## src/rtl/pc_stack.sv

```systemverilog
// Program counter with a return-address stack for call/return.
// Ports: clk, reset (async, active-high), stall, op[2:0], Branchaddr,
//        PCout, depth, ovf/unf (sticky overflow/underflow flags).
module pc_stack #(
    parameter int Psize  = 6,
    parameter int Sdepth = 4
) (
    input  logic                         clk,
    input  logic                         reset,
    input  logic                         stall,
    input  logic [2:0]                   op,
    input  logic [Psize-1:0]             Branchaddr,
    output logic [Psize-1:0]             PCout,
    output logic [$clog2(Sdepth+1)-1:0]  depth,
    output logic                         ovf,
    output logic                         unf
);

    localparam int DW = $clog2(Sdepth + 1);

    localparam logic [2:0] OP_INC  = 3'b001;
    localparam logic [2:0] OP_REL  = 3'b010;
    localparam logic [2:0] OP_JMP  = 3'b011;
    localparam logic [2:0] OP_CALL = 3'b100;
    localparam logic [2:0] OP_RET  = 3'b101;

    logic [Psize-1:0] r_pc;
    logic [DW-1:0]    r_depth;
    logic             r_ovf;
    logic             r_unf;
    logic [Psize-1:0] r_stack [Sdepth];

    logic             w_full;
    logic             w_empty;
    logic [Psize-1:0] w_addend;
    logic [Psize-1:0] w_sum;
    logic [Psize-1:0] w_top;
    logic [Psize-1:0] w_pc_nxt;
    logic [DW-1:0]    w_depth_nxt;
    logic             w_ovf_nxt;
    logic             w_unf_nxt;
    logic             w_push;

    assign w_full  = (r_depth == DW'(Sdepth));
    assign w_empty = (r_depth == '0);

    // One adder serves increment, relative branch and the call return
    // address: the offset is zeroed for everything but a relative branch,
    // and the +1 is the carry-in. Sign extension is implicit modulo 2^Psize.
    assign w_addend = (op == OP_REL) ? Branchaddr : '0;
    assign w_sum    = r_pc + w_addend + Psize'(1);

    always_comb begin
        w_top = '0;
        for (int i = 0; i < Sdepth; i++) begin
            if (r_depth == DW'(i + 1)) begin
                w_top = r_stack[i];
            end
        end
    end

    always_comb begin
        w_pc_nxt    = r_pc;
        w_depth_nxt = r_depth;
        w_ovf_nxt   = r_ovf;
        w_unf_nxt   = r_unf;
        w_push      = 1'b0;
        if (!stall) begin
            case (op)
                OP_INC, OP_REL: begin
                    w_pc_nxt = w_sum;
                end
                OP_JMP: begin
                    w_pc_nxt = Branchaddr;
                end
                OP_CALL: begin
                    if (w_full) begin
                        w_pc_nxt  = w_sum;
                        w_ovf_nxt = 1'b1;
                    end else begin
                        w_push      = 1'b1;
                        w_depth_nxt = r_depth + DW'(1);
                        w_pc_nxt    = Branchaddr;
                    end
                end
                OP_RET: begin
                    if (w_empty) begin
                        w_pc_nxt  = w_sum;
                        w_unf_nxt = 1'b1;
                    end else begin
                        w_depth_nxt = r_depth - DW'(1);
                        w_pc_nxt    = w_top;
                    end
                end
                default: begin
                end
            endcase
        end
    end

    always_ff @(posedge clk or posedge reset) begin
        if (reset) begin
            r_pc    <= '0;
            r_depth <= '0;
            r_ovf   <= 1'b0;
            r_unf   <= 1'b0;
        end else begin
            r_pc    <= w_pc_nxt;
            r_depth <= w_depth_nxt;
            r_ovf   <= w_ovf_nxt;
            r_unf   <= w_unf_nxt;
        end
    end

    // Storage is not reset; entries at or above depth are never read.
    always_ff @(posedge clk) begin
        for (int i = 0; i < Sdepth; i++) begin
            if (w_push && !reset && r_depth == DW'(i)) begin
                r_stack[i] <= w_sum;
            end
        end
    end

    assign PCout = r_pc;
    assign depth = r_depth;
    assign ovf   = r_ovf;
    assign unf   = r_unf;

endmodule

```

## config.mk

```make
export PLATFORM = sky130hd
export DESIGN_NAME = pc_stack
export DESIGN_NICKNAME = d
export VERILOG_FILES = /design/src/rtl/pc_stack.sv
export SDC_FILE = /design/constraint.sdc
export NUM_CORES = 1
export LEC_CHECK = 0
export CORE_ASPECT_RATIO = 0.8
export CORE_MARGIN = 2
export CORE_UTILIZATION = 53
export DETAILED_ROUTE_END_ITERATION = 8
export MAX_ROUTING_LAYER = met4
export PLACE_DENSITY_LB_ADDON = 0.08
export SETUP_SLACK_MARGIN = 0.3
export SLEW_MARGIN = 20
export SYNTH_ARGS = -nofsm -noshare
export SYNTH_HDL_FRONTEND = slang
export SYNTH_SLANG_ARGS = --single-unit
```

## constraint.sdc

```tcl
create_clock -name clk -period 2.4 [get_ports clk]
set_input_delay 0.36 -clock clk [delete_from_list [all_inputs] [get_ports clk]]
set_output_delay 0.36 -clock clk [all_outputs]
set_load 0.02 [all_outputs]
```

* After elaboration in Yosys (flattened, before gate mapping)
Memory sizes are Yosys's and may differ from the RTL's.
Index checks and enable logic that the tools add are counted.
** Operators by class
- $add $sub $neg :: 4
- Eq/ne operators :: 11
- Mux-type cells :: 31
- Bitwise logic cells :: 1
- Reduce and logical (&&, ||, !) cells :: 17
** Operators with widths (number)
- two-way mux 6 bit :: 10
- one-hot mux 6 bit (4 select lines) :: 1
- OR reduction 6 bit :: 3
- two-way mux 1 bit :: 14
- == test 3 x 2 -> 1 bit, second input constant :: 4
- == test 3 bit, second input constant :: 3
- adder 6 x 1 -> 6 bit, second input constant :: 1
- adder 6 bit :: 1
- == test 3 x 1 -> 1 bit, second input constant :: 2
- two-way mux 2 bit :: 3
- two-way mux 3 bit :: 2
- one-hot mux 3 bit (2 select lines) :: 1
- AND reduction 3 bit :: 2
- logical AND 1 bit :: 5
- != test 2 bit, second input constant :: 2
- AND reduction 4 bit :: 1
- nonzero test 4 bit :: 1
- adder 3 x 1 -> 3 bit, second input constant :: 1
- zero test 3 bit :: 1
- subtractor 3 x 1 -> 3 bit, second input constant :: 1
- AND reduction 2 bit :: 1
- nonzero test 2 bit :: 1
- OR reduction 2 bit :: 1
- zero test 1 bit :: 1
- inverter 1 bit :: 1
** Word-level totals
- Register bits after elaboration :: 11
- Memory bits (writable) :: 24
- Input port bits :: 12
- Memories :: 1
** Memory list
- r_stack :: depth 4, bits a word 6, read ports 4, clocked after memory_dff 0, wr ports 1, RTL line 31 : logic [Psize-1:0] r_stack [Sdepth];

* Depth between registers and ports, before layout
- Depth after elaboration :: 12
- Mapped depth :: 10
- Depth with buffers taken out :: 9

* Least setup slack after synthesis
OpenSTA, ideal clock, no wires.
- Path type :: in2reg
- From :: input op[0]
- To :: register r_pc[4] (netlist: PCout[4])
- Library setup time :: 0.075 ns
- Data arrival time :: 2.094 ns
- Data required time :: 2.325 ns
- Slack :: 0.231 ns
- Stages :: 10
- Path through :: buf_6 -> nor3b_4 -> nand2_1 -> ha_1 -> fa_1 -> nor2b_1 -> o21ai_0 -> nor3b_1 -> o311a_1 -> o21ai_2
** Between the ends
- Longest elaborated chain between the ends :: 6
- Elaborated cells between the ends (all ways) :: 14
- Those cells by class :: add/sub (2); eq/ne (5); mux (4); reduce/logical (3)
** Ends and longest elaborated chain
- start, declared :: RTL line 11 : input logic [2:0] op,
- == test 3 x 2 -> 1 bit :: RTL line 50, 69
- two-way mux 6 bit :: RTL line 50 : assign w_addend = (op == OP_REL) ? Branchaddr : '0;
- adder 6 bit :: RTL line 51 : assign w_sum = r_pc + w_addend + Psize'(1);
- adder 6 x 1 -> 6 bit :: RTL line 51
- two-way mux 6 bit, on equally long branches :: RTL line 87, 77
- one-hot mux 6 bit (4 select lines) :: RTL line 69 : case (op)
- end signal, assigned :: RTL line 108 : r_pc <= w_pc_nxt;
- end, declared :: RTL line 27 : logic [Psize-1:0] r_pc;
Parallel ways exist; a longest one is shown, timed or not.
A chain may end at the register's enable or synchronous reset.

* Final worst setup path
Same ends and word-level chain as after synthesis.

==> flow_summary.ini <==
[run_status]
status = completed

[worst_setup_path]
critPathMostFrequentCell = o21ai_2
worstPathCellList = buf_2, nor3b_4, nand2_1, ha_2, fa_2, nor2b_2, o21ai_2, nor3b_2, o311a_1, o21ai_2
worstSetupStartpoint = op[0]
reg2reg_from = depth[0]$_DFFE_PP0P_
critical_path_peak_fanout = 3
crit_type = input port to flop
required_ps = 2620
cpPeakStageDelay_ps = 390
end_kind = flop
r2r_cells = 7
regToRegEndpoint = PCout[4]$_DFFE_PP0P_
rrSetupSlack_ps = 400
arrival_ps = 2310
startpoint_type = input port
crit_slowest_cell = fa_2

[drt]
totalWireLength_um = 4450
num_vias = 1478
dr.first_iter.drc_count = 108
final_antenna_net_count = 0
post_drt_wl_per_cell_um = 17.0
vias_per_cell = 5.66
first_pass_iters = 5
post-route-drc-count = 0

[cts]
clock_latency_ps = 300
cts.clk_slew.worst_paths_ps = 80
clock_path_buffers = 2
cts_tree = yes
h-tree-depth = 2
cts_buffers = 5
clkSinkCount = 35
cts_hold_buf = 0
clock_tree.root_cell = clkbuf_8

[placed_design]
io_buffers = 22
dp_hpwl_um = 3310
place_congestion = 0.841

[cells_and_area]
fin_nets = 240
syn_to_final_growth_pct = 25.6
antenna_cells = 0
final_layout_size_suffix_gt1_share_pct = 26.3

[yosys]
ys_seq_area_share_pct = 49.4
synth_ff_type = edfxtp_1
syn-cell-area_um2 = 2010
synth-async-reset-ratio_pct = 31.4
synth_most_common_cell = nand2_1
synth.top_cell.area_share_pct = 35.8
synth.area.mux_share_pct = 0
mappedNetlistNets = 201
synth_edf_count = 24
synth-adder-area-share_pct = 7.83
ys_warn_count = 0
synth_top_family_by_area = simple AND/OR/NAND/NOR gates
synth_seq_cells = 35
yosysTopAreaCell = edfxtp_1
synthSimpleGateAreaFrac_pct = 17.8
synth_area_per_cell_um2 = 11.4
synthCells = 177
synth_common_cells = 25 x nand2_1, 24 x edfxtp_1, 11 x dfrtp_1, 11 x ha_1, 10 x inv_1
yosysUniqueCellTypes = 50
synth_xor_area_share_pct = 2.98
synth_area_leaders = edfxtp_1 36%, dfrtp_1 14%, ha_1 6.8%
synth_compound_area_share_pct = 17.8

[global_routing]
grt_max_degree = 18
track_usage_pct = 23.8
antenna_found_initial = 0
grt_overflow = 0
grt_first_pass_wirelength_um = 7150
first_global_vias = 1446

[timing]
fmax_mhz = 479
hold_slack_ps = 463
tightest_slew_ps = 493
setup_violations = 0
period_needed_ps = 2090
final-hold-violation-count = 0
slew_headroom_pct = 67.1
slew_violations = 0
rsz0062_at_grt = true
period_share_pct = 86.9
fin_skew_ps = 9.96

[die]
ios = 23
die_area_um2 = 4310
coreArea_um2 = 3730
rows = 20
start_util_pct = 54.0
fp.dieW_um = 72.9
die_height_um = 59.1

[worst_hold_path]
hp-class = input port to async pin

[power]
powerDensity_nw_per_um2 = 1110
p_total_mw = 2.81
peakVddDrop_uv = 658
power.leakage_nw = 0.998

[flow_run]
drv_cap = 0
critical path: cells and delay by family:
family / cells / cell delay, ps
simple gates: 4 / 690
fa+ha+maj: 2 / 600
compound gates: 3 / 550
buf+inv: 1 / 120
final cells by class:
| type | count | area [um2] |
|---|---|---|
| Sequential cell | 35 | 997 |
| Fill cell | 279 | 1200 |
| Timing Repair Buffer | 39 | 338 |
| Clock buffer | 5 | 68.8 |
| Multi-Input combinational cell | 125 | 986 |
| Clock inverter | 3 | 47.5 |
| Tap cell | 44 | 55.1 |
| Inverter | 10 | 37.5 |
stage by stage:
step / setup TNS [ps] / utilization [%] / setup WS, ps / cell area (um2) / std cells
after floorplan: 0 / - / 285 / 2020 / 177
after global placement: -3000 / 63.4 / -273 / 2360 / 251
after detailed placement: -3770 / 63.4 / -292 / 2360 / 251
after CTS: 0 / 66.8 / 308 / 2490 / 260
after global routing: 0 / 67.9 / 232 / 2530 / 261
final: 0 / 67.9 / 313 / 2530 / 261
how the worst max path moves through the flow:
stage,endpoint,slack [ps],depth (start not counted)
after floorplan,PCout[4]$_DFFE_PP0P_,290,10
after global placement,r_stack[2][4]$_DFFE_PP_,-270,9
after detailed placement,r_stack[1][4]$_DFFE_PP_,-290,9
after CTS,PCout[4]$_DFFE_PP0P_,310,10
after global routing,PCout[4]$_DFFE_PP0P_,230,10
final,PCout[4]$_DFFE_PP0P_,310,10
cell families (layout without fill, tap and decap cells):
family                   count (synthesis)  count (layout)
AO/OA/AOI/OAI                           47              47
XOR/XNOR                                 6               6
adder cells (fa/ha/maj)                 12              12
buffers and inverters                   17              57
flip-flops                              35              35
AND/OR/NAND/NOR                         60              60
power by group:
group	internal [mW]	switching, mW
sequential	0.810	0.0789
combinational	0.616	0.754
clock	0.315	0.239
cell usage in the layout (no fill, tap or decap), types with 2 or more instances in the layout:
| cell | Yosys | routed |
|---|---|---|
| nand2_1 | 25 | 24 |
| edfxtp_1 | 24 | 24 |
| clkdlybuf4s50_1 | 0 | 18 |
| buf_4 | 0 | 17 |
| dfrtp_1 | 11 | 10 |
| inv_1 | 10 | 10 |
| ha_1 | 11 | 8 |
| a21oi_1 | 7 | 7 |
| nor2_1 | 8 | 7 |
| o21ai_1 | 6 | 6 |
| a221oi_1 | 7 | 6 |
| and2_1 | 6 | 6 |
| clkbuf_8 | 0 | 5 |
| a221o_1 | 4 | 4 |
| o21ai_0 | 5 | 4 |
| xnor2_1 | 4 | 3 |
| nor2b_1 | 4 | 3 |
| nand3_1 | 3 | 3 |
| ha_2 | 0 | 3 |
| o21a_1 | 2 | 2 |
| a221oi_2 | 1 | 2 |
| o21ai_2 | 1 | 2 |
| xnor2_2 | 1 | 2 |
| a211oi_1 | 3 | 2 |
| buf_2 | 3 | 2 |
sequential cells by signal, summed over array words and instances, names as in the netlist:
name and flops:
PCout 6, depth 3, ovf 1, r_stack 24
unf 1
routing by layer:
layer / routed length (um) / up-vias / track usage [%]
li1: - / 727 / -
met1: 2140 / 698 / 31.6
met2: 2040 / 42 / 35.5
met3: 190 / 11 / 5.10
met4: 75 / 0 / 10.6
met5: 0 / - / -
timing repair:
item	in CTS	in global routing
endpoints found under the hold margin	0	0
setup buffers	1	1
setup endpoints to repair	17	12
pin swaps	7	3
resized for setup	21	7
No activity file was read; power rests on OpenSTA's default activity.
==> edit 1 (config.mk and constraints unchanged) <==
Take the reset off `r_pc` and load it in a clocked block of its own.
--- a/src/rtl/pc_stack.sv
+++ b/src/rtl/pc_stack.sv
@@ -101,14 +101,16 @@
     always_ff @(posedge clk or posedge reset) begin
         if (reset) begin
-            r_pc    <= '0;
             r_depth <= '0;
             r_ovf   <= 1'b0;
             r_unf   <= 1'b0;
         end else begin
-            r_pc    <= w_pc_nxt;
             r_depth <= w_depth_nxt;
             r_ovf   <= w_ovf_nxt;
             r_unf   <= w_unf_nxt;
         end
+    end
+
+    always_ff @(posedge clk) begin
+        r_pc <= w_pc_nxt;
     end
 
Check against the original RTL: not equivalent (a bounded check fails within 4 cycles, from zero or initial values and one cycle with reset high).
==> edit 1 against the unedited design <==
- wire length shrank 1.3%
- fmax rose by 2.5%
- sequential cell count is the same
- critical path depth down 1
- synthesized area decreased by 2.9%
- first-iteration DRC count is 2.8% higher
- die area decreased by 2.7%
- global-route usage grew 0.22 points
- sequential share of layout area grew 1.1 points
- setup slack improved by 51 ps
- total power decreased by 19%
- cell area is 0.25% higher
==> edit 1: results (changes against the unedited design) <==
Clock tree
  – Worst-Skew Late Latency: 300 ps (about the same)
  – H-tree levels: 2 (unchanged)
  – Clock transition at path regs: 80 ps (about the same)
  – Post_cts resized: 16 (-24%)
  – Post-CTS setup buffer count: 2 (+1)

Final layout
  – Share of layout cells above drive strength 1: 25.5% (-0.80 points)
  – Register Area: 0.00103 sq mm (+3.0%)
  – Invs w/o clock: 13 (+3)
  – Buffers, non-clock: 41 (+5.1%)
  – Non-clock buffer share: 14.6% (+1.2 points)
  – Fill count: 236 (-15%)
  – Multi-input comb cells: 115 (-8.0%)
  – Layout Nets: 235 (-2.1%)
  – Footprint of the multi-input gates: 925 sq um (-6.2%)
  – Sequential cells: 35 (unchanged)
  – Clk cell area share: 4.44% (-0.16 points)

Detailed routing
  – Total routed wirelength: 4390 um (-1.3%)
  – Initial drt markers: 111 (+2.8%)
  – Pre-antenna DRT Iters: 4 (-1)
  – Vias per cell: 5.83 (+3.0%)

Critical path
  – Largest stage delay, worst path: 490 ps (+100 ps)
  – CP max-delay cell: clkdlybuf4s50_1
  – Worst setup endpoint: PCout[4]
  – Worst r2r dst: PCout[5]
  – Crit path from: Branchaddr[0]
  – CP max FO: 2 (-1)
  – Reg-to-reg setup timing slack: 440 ps (+40 ps)
  – Critical path's top delay family: adder cells
  – Critical Path AT: 2070 ps (-240 ps)

Placement
  – Routability Congestion: 0.798 (-5.1%)
  – Hpwl dp: 3120 um (-5.6%)

Power
  – Sw frac: 34.9% (-3.3 points)
  – Clock Power Share: 23.7% (+4.0 points)
  – Logic gate share of total power: 41.5% (-7.2 points)
  – Peak supply drop: 0.866 mV (+32%)
  – Static Leak: 1.01 nW (+1.3%)

STA
  – Setup skew after layout: 12.4 ps (+2.48 ps)
  – Slew @ Worst Pin: 415 ps (-78.0 ps)
  – WHS: 285 ps (-178 ps)

Synthesis
  – Synthesis Warnings: 0 (unchanged)
  – Ys async rst share: 14.3% (-17 points)
  – Post-Synth Adder-Cell Area: 8.06% (+0.24 points)
  – Seq/Total Area, Yosys: 52.5% (+3.0 points)
  – Post-synthesis compound-gate area fraction: 18.7% (+0.86 points)
  – Syn nets: 192 (-4.5%)
  – Synth Area in XOR/XNOR: 3.52% (+0.54 points)
  – Post-synth top cells: edfxtp_1 (30), nand2_1 (16), inv_1 (12), ha_1 (11), o21ai_0 (9)
  – EDFF count, synth: 30 (+25%)
  – Ranking of synthesized cells by area: edfxtp_1 (46%), ha_1 (7.0%), dfrtp_1 (6.4%)

Global routing
  – Vias in the first global route: 1602 (+11%)
  – Total GRT Usage: 24.0% (+0.22 points)
  – Wire length of the first global-routing pass: 7220 um (+1.1%)
  – Pin count of the biggest net entering global routing: 13 (-5)

Outcome
  – Status: complete, no violations
## edit 1: changes by cell type after synthesis, moves of 3 or more
cell	unedited run	this run
nand2_1	25	16
dfrtp_1	11	5
edfxtp_1	24	30
a221oi_1	7	2
a22o_1	0	5
a22oi_1	0	5
a221o_1	4	0
and3_1	0	4
o21ai_0	5	9
o221ai_1	0	4
nor2_1	8	5
## edit 1: per-layer routing
metal | vias to the layer above | GRT usage, % | part of all wire, %
met5 | - | - | 0
met4 | 0 | 11.9 | 2.1
met1 | 697 | 29.2 | 45
met2 | 57 | 39.2 | 48
li1 | 716 | - | -
met3 | 11 | 4.45 | 5.3
## edit 1: stage by stage
stage	cell area [sq um]	TNS, ps	power (mW)	setup slack [ps]	cells
global placement	2330	-2600	1.64	-226	244
floorplan	1960	0	1.36	316	168
finish	2540	0	2.27	364	254
global route	2540	0	2.40	262	254
CTS	2470	0	2.22	305	254
detailed placement	2330	-3440	1.67	-285	244
==> edit 2 (same flow settings) <==
Made on the original files. Change the parameter `Sdepth` from 4 to 8.
--- a/src/rtl/pc_stack.sv
+++ b/src/rtl/pc_stack.sv
@@ -4,5 +4,5 @@
 module pc_stack #(
     parameter int Psize  = 6,
-    parameter int Sdepth = 4
+    parameter int Sdepth = 8
 ) (
     input  logic                         clk,
Ports: changed (resized depth); port bits go from 23 to 24. The function was not compared with the original's and may differ.
==> edit 2 against the unedited design <==
- synthesized area is 53% higher
- utilization rose by 3.6 points
- total power rose by 61%
- non-clock buffer count increased by 21
- setup slack improved by 30 ps
- die area rose by 50%
- register-to-register slack worse by 20 ps
- wire length grew 62%
- sequential cell count up 25
- cell area increased by 56%
- critical path type is now flip-flop to output port
- highest routed layer unchanged
==> edit 2: results (changes against the unedited design) <==
Placement
  – Hpwl dp: 5240 um (+59%)
  – IO buf count: 23 (+4.5%)
  – Placed cell area: 0.00364 sq mm (+54%)
  – Routability Congestion: 0.851 (+1.1%)

Detailed routing
  – Drt wl/cell: 17.5 um (+2.9%)
  – Pre-antenna DRT Iters: 4 (-1)
  – Initial drt markers: 170 (+57%)
  – Routed met3 length: 553 um (+190%)
  – Top sig layer: met4
  – Vias per cell: 5.70 (+0.67%)
  – Wl on met1: 3300 um (+54%)
  – Met2 WL: 3250 um (+59%)

STA
  – Setup skew after layout: 9.39 ps (-0.574 ps)
  – WHS: 367 ps (-95.4 ps)
  – Slew @ Worst Pin: 595 ps (+102 ps)

Synthesis
  – Syn nets: 292 (+45%)
  – Ys async rst share: 20.0% (-11 points)
  – Post-synth top cells: edfxtp_1 (48), nand2_1 (25), nor2_1 (16), a21oi_1 (13)
  – Ranking of synthesized cells by area: edfxtp_1 (47%), dfrtp_1 (9.7%), ha_1 (3.6%)
  – Cell variety after synth: 52 (+4.0%)
  – Synthesis Warnings: 0 (unchanged)
  – EDFF count, synth: 48 (+100%)
  – Top_reg_cell synth: edfxtp_1
  – Seq/Total Area, Yosys: 56.3% (+6.9 points)

Global routing
  – Total GRT Usage: 25.5% (+1.7 points)
  – Met1 usage: 34.7% (+3.1 points)
  – Met3 usage: 9.90% (+4.8 points)
  – M2 GR Usage: 35.5% (about the same)
  – Antenna violations before repair: 0 (unchanged)
  – Pin count of the biggest net entering global routing: 19 (+1)
  – Wire length of the first global-routing pass: 11700 um (+63%)
  – Vias in the first global route: 2318 (+60%)

Critical path
  – Worst r2r dst: PCout[2]
  – Critical Path AT: 1700 ps (-610 ps)
  – Largest stage delay, worst path: 630 ps (+240 ps)
  – CP max FO: 10 (+7)
  – RR Startpoint: depth[0]
  – Reg-to-reg setup timing slack: 380 ps (-20 ps)
  – Worst-case reg-to-reg path depth: 8 (+1)
  – CP max-delay cell: clkdlybuf4s50_1
  – Critical path's top delay family: buffers and inverters

Outcome
  – Status: complete, no violations

Final layout
  – Largest register FFs: 48 (+100%)
  – Antenna cells: 0 (unchanged)
  – Layout Nets: 350 (+46%)
  – Share of layout cells above drive strength 1: 25.8% (-0.44 points)
  – Top reg by flops: r_stack

Power
  – Static Leak: 1.44 nW (+45%)
  – Peak supply drop: 0.681 mV (+3.5%)

Clock tree
  – Bufs on Longest Clock Path: 2 (unchanged)
  – H-tree levels: 3 (+1)
  – Root Buffer: clkbuf_8
  – Worst-Skew Late Latency: 340 ps (+40 ps)
  – TritonCTS Buffers: 9 (+4)
  – Clock transition at path regs: 80 ps (about the same)

Worst hold path
  – Worst Hold Class: input pin to asynchronous set/reset pin
[edit 2: worst max path at each step]
| stage | from | to | depth (start not counted) |
|---|---|---|---|
| 2_1_floorplan | op[0] | PCout[4] | 11 |
| 3_3_place_gp | op[0] | PCout[5] | 11 |
| 3_5_place_dp | op[0] | PCout[5] | 11 |
| 6_report | depth[2] | depth[2] | 2 |
| 4_1_cts | op[0] | r_stack[0][16] | 10 |
| 5_1_grt | depth[0] | PCout[3] | 7 |
[edit 2: kinds of logic after synthesis]
| kind of cell | after synthesis | synth area share, % |
|---|---|---|
| AND/OR/NAND/NOR | 86 | 14.1 |
| AO/OA/AOI/OAI | 79 | 19.1 |
| flip-flops | 60 | 56.3 |
| buffers and inverters | 27 | 3.93 |
| adder cells (fa/ha/maj) | 10 | 4.29 |
| XOR/XNOR | 8 | 2.27 |
[edit 2: layout make-up]
cell class	count	area (sq um)
Tap cell	78	97.6
Sequential cell	60	1740
Multi-Input combinational cell	183	1350
Clock buffer	9	124
Timing Repair Buffer	60	522
Inverter	14	52.6
Clock inverter	7	56.3
Fill cell	412	1580
[edit 2: report_power, final]
part	internal (mW)	switching [mW]
clock	0.386	0.427
sequential	1.41	0.131
combinational	0.955	1.22
total	2.75	1.77
[edit 2: timing repair]
action | CTS | global route
pin swaps | 10 | 7
setup endpoints to repair | 35 | 30
buffers inserted | 2 | 2
gates resized for setup | 14 | 16
[edit 2: worst min-delay path: cells and delay by family]
kind	cells	cell delay (ps)
buffers and inverters	3	720
[edit 2: metrics by stage]
stage                     setup TNS [ps]  utilization (%)  setup slack, ps  instances
after floorplan                        0                -              247        270
final                                  0             71.4              344        411
after CTS                              0             70.1              319        409
after global placement             -5530             65.9             -257        391
after global routing                   0             71.4              270        411
after detailed placement           -6660             65.9             -314        391
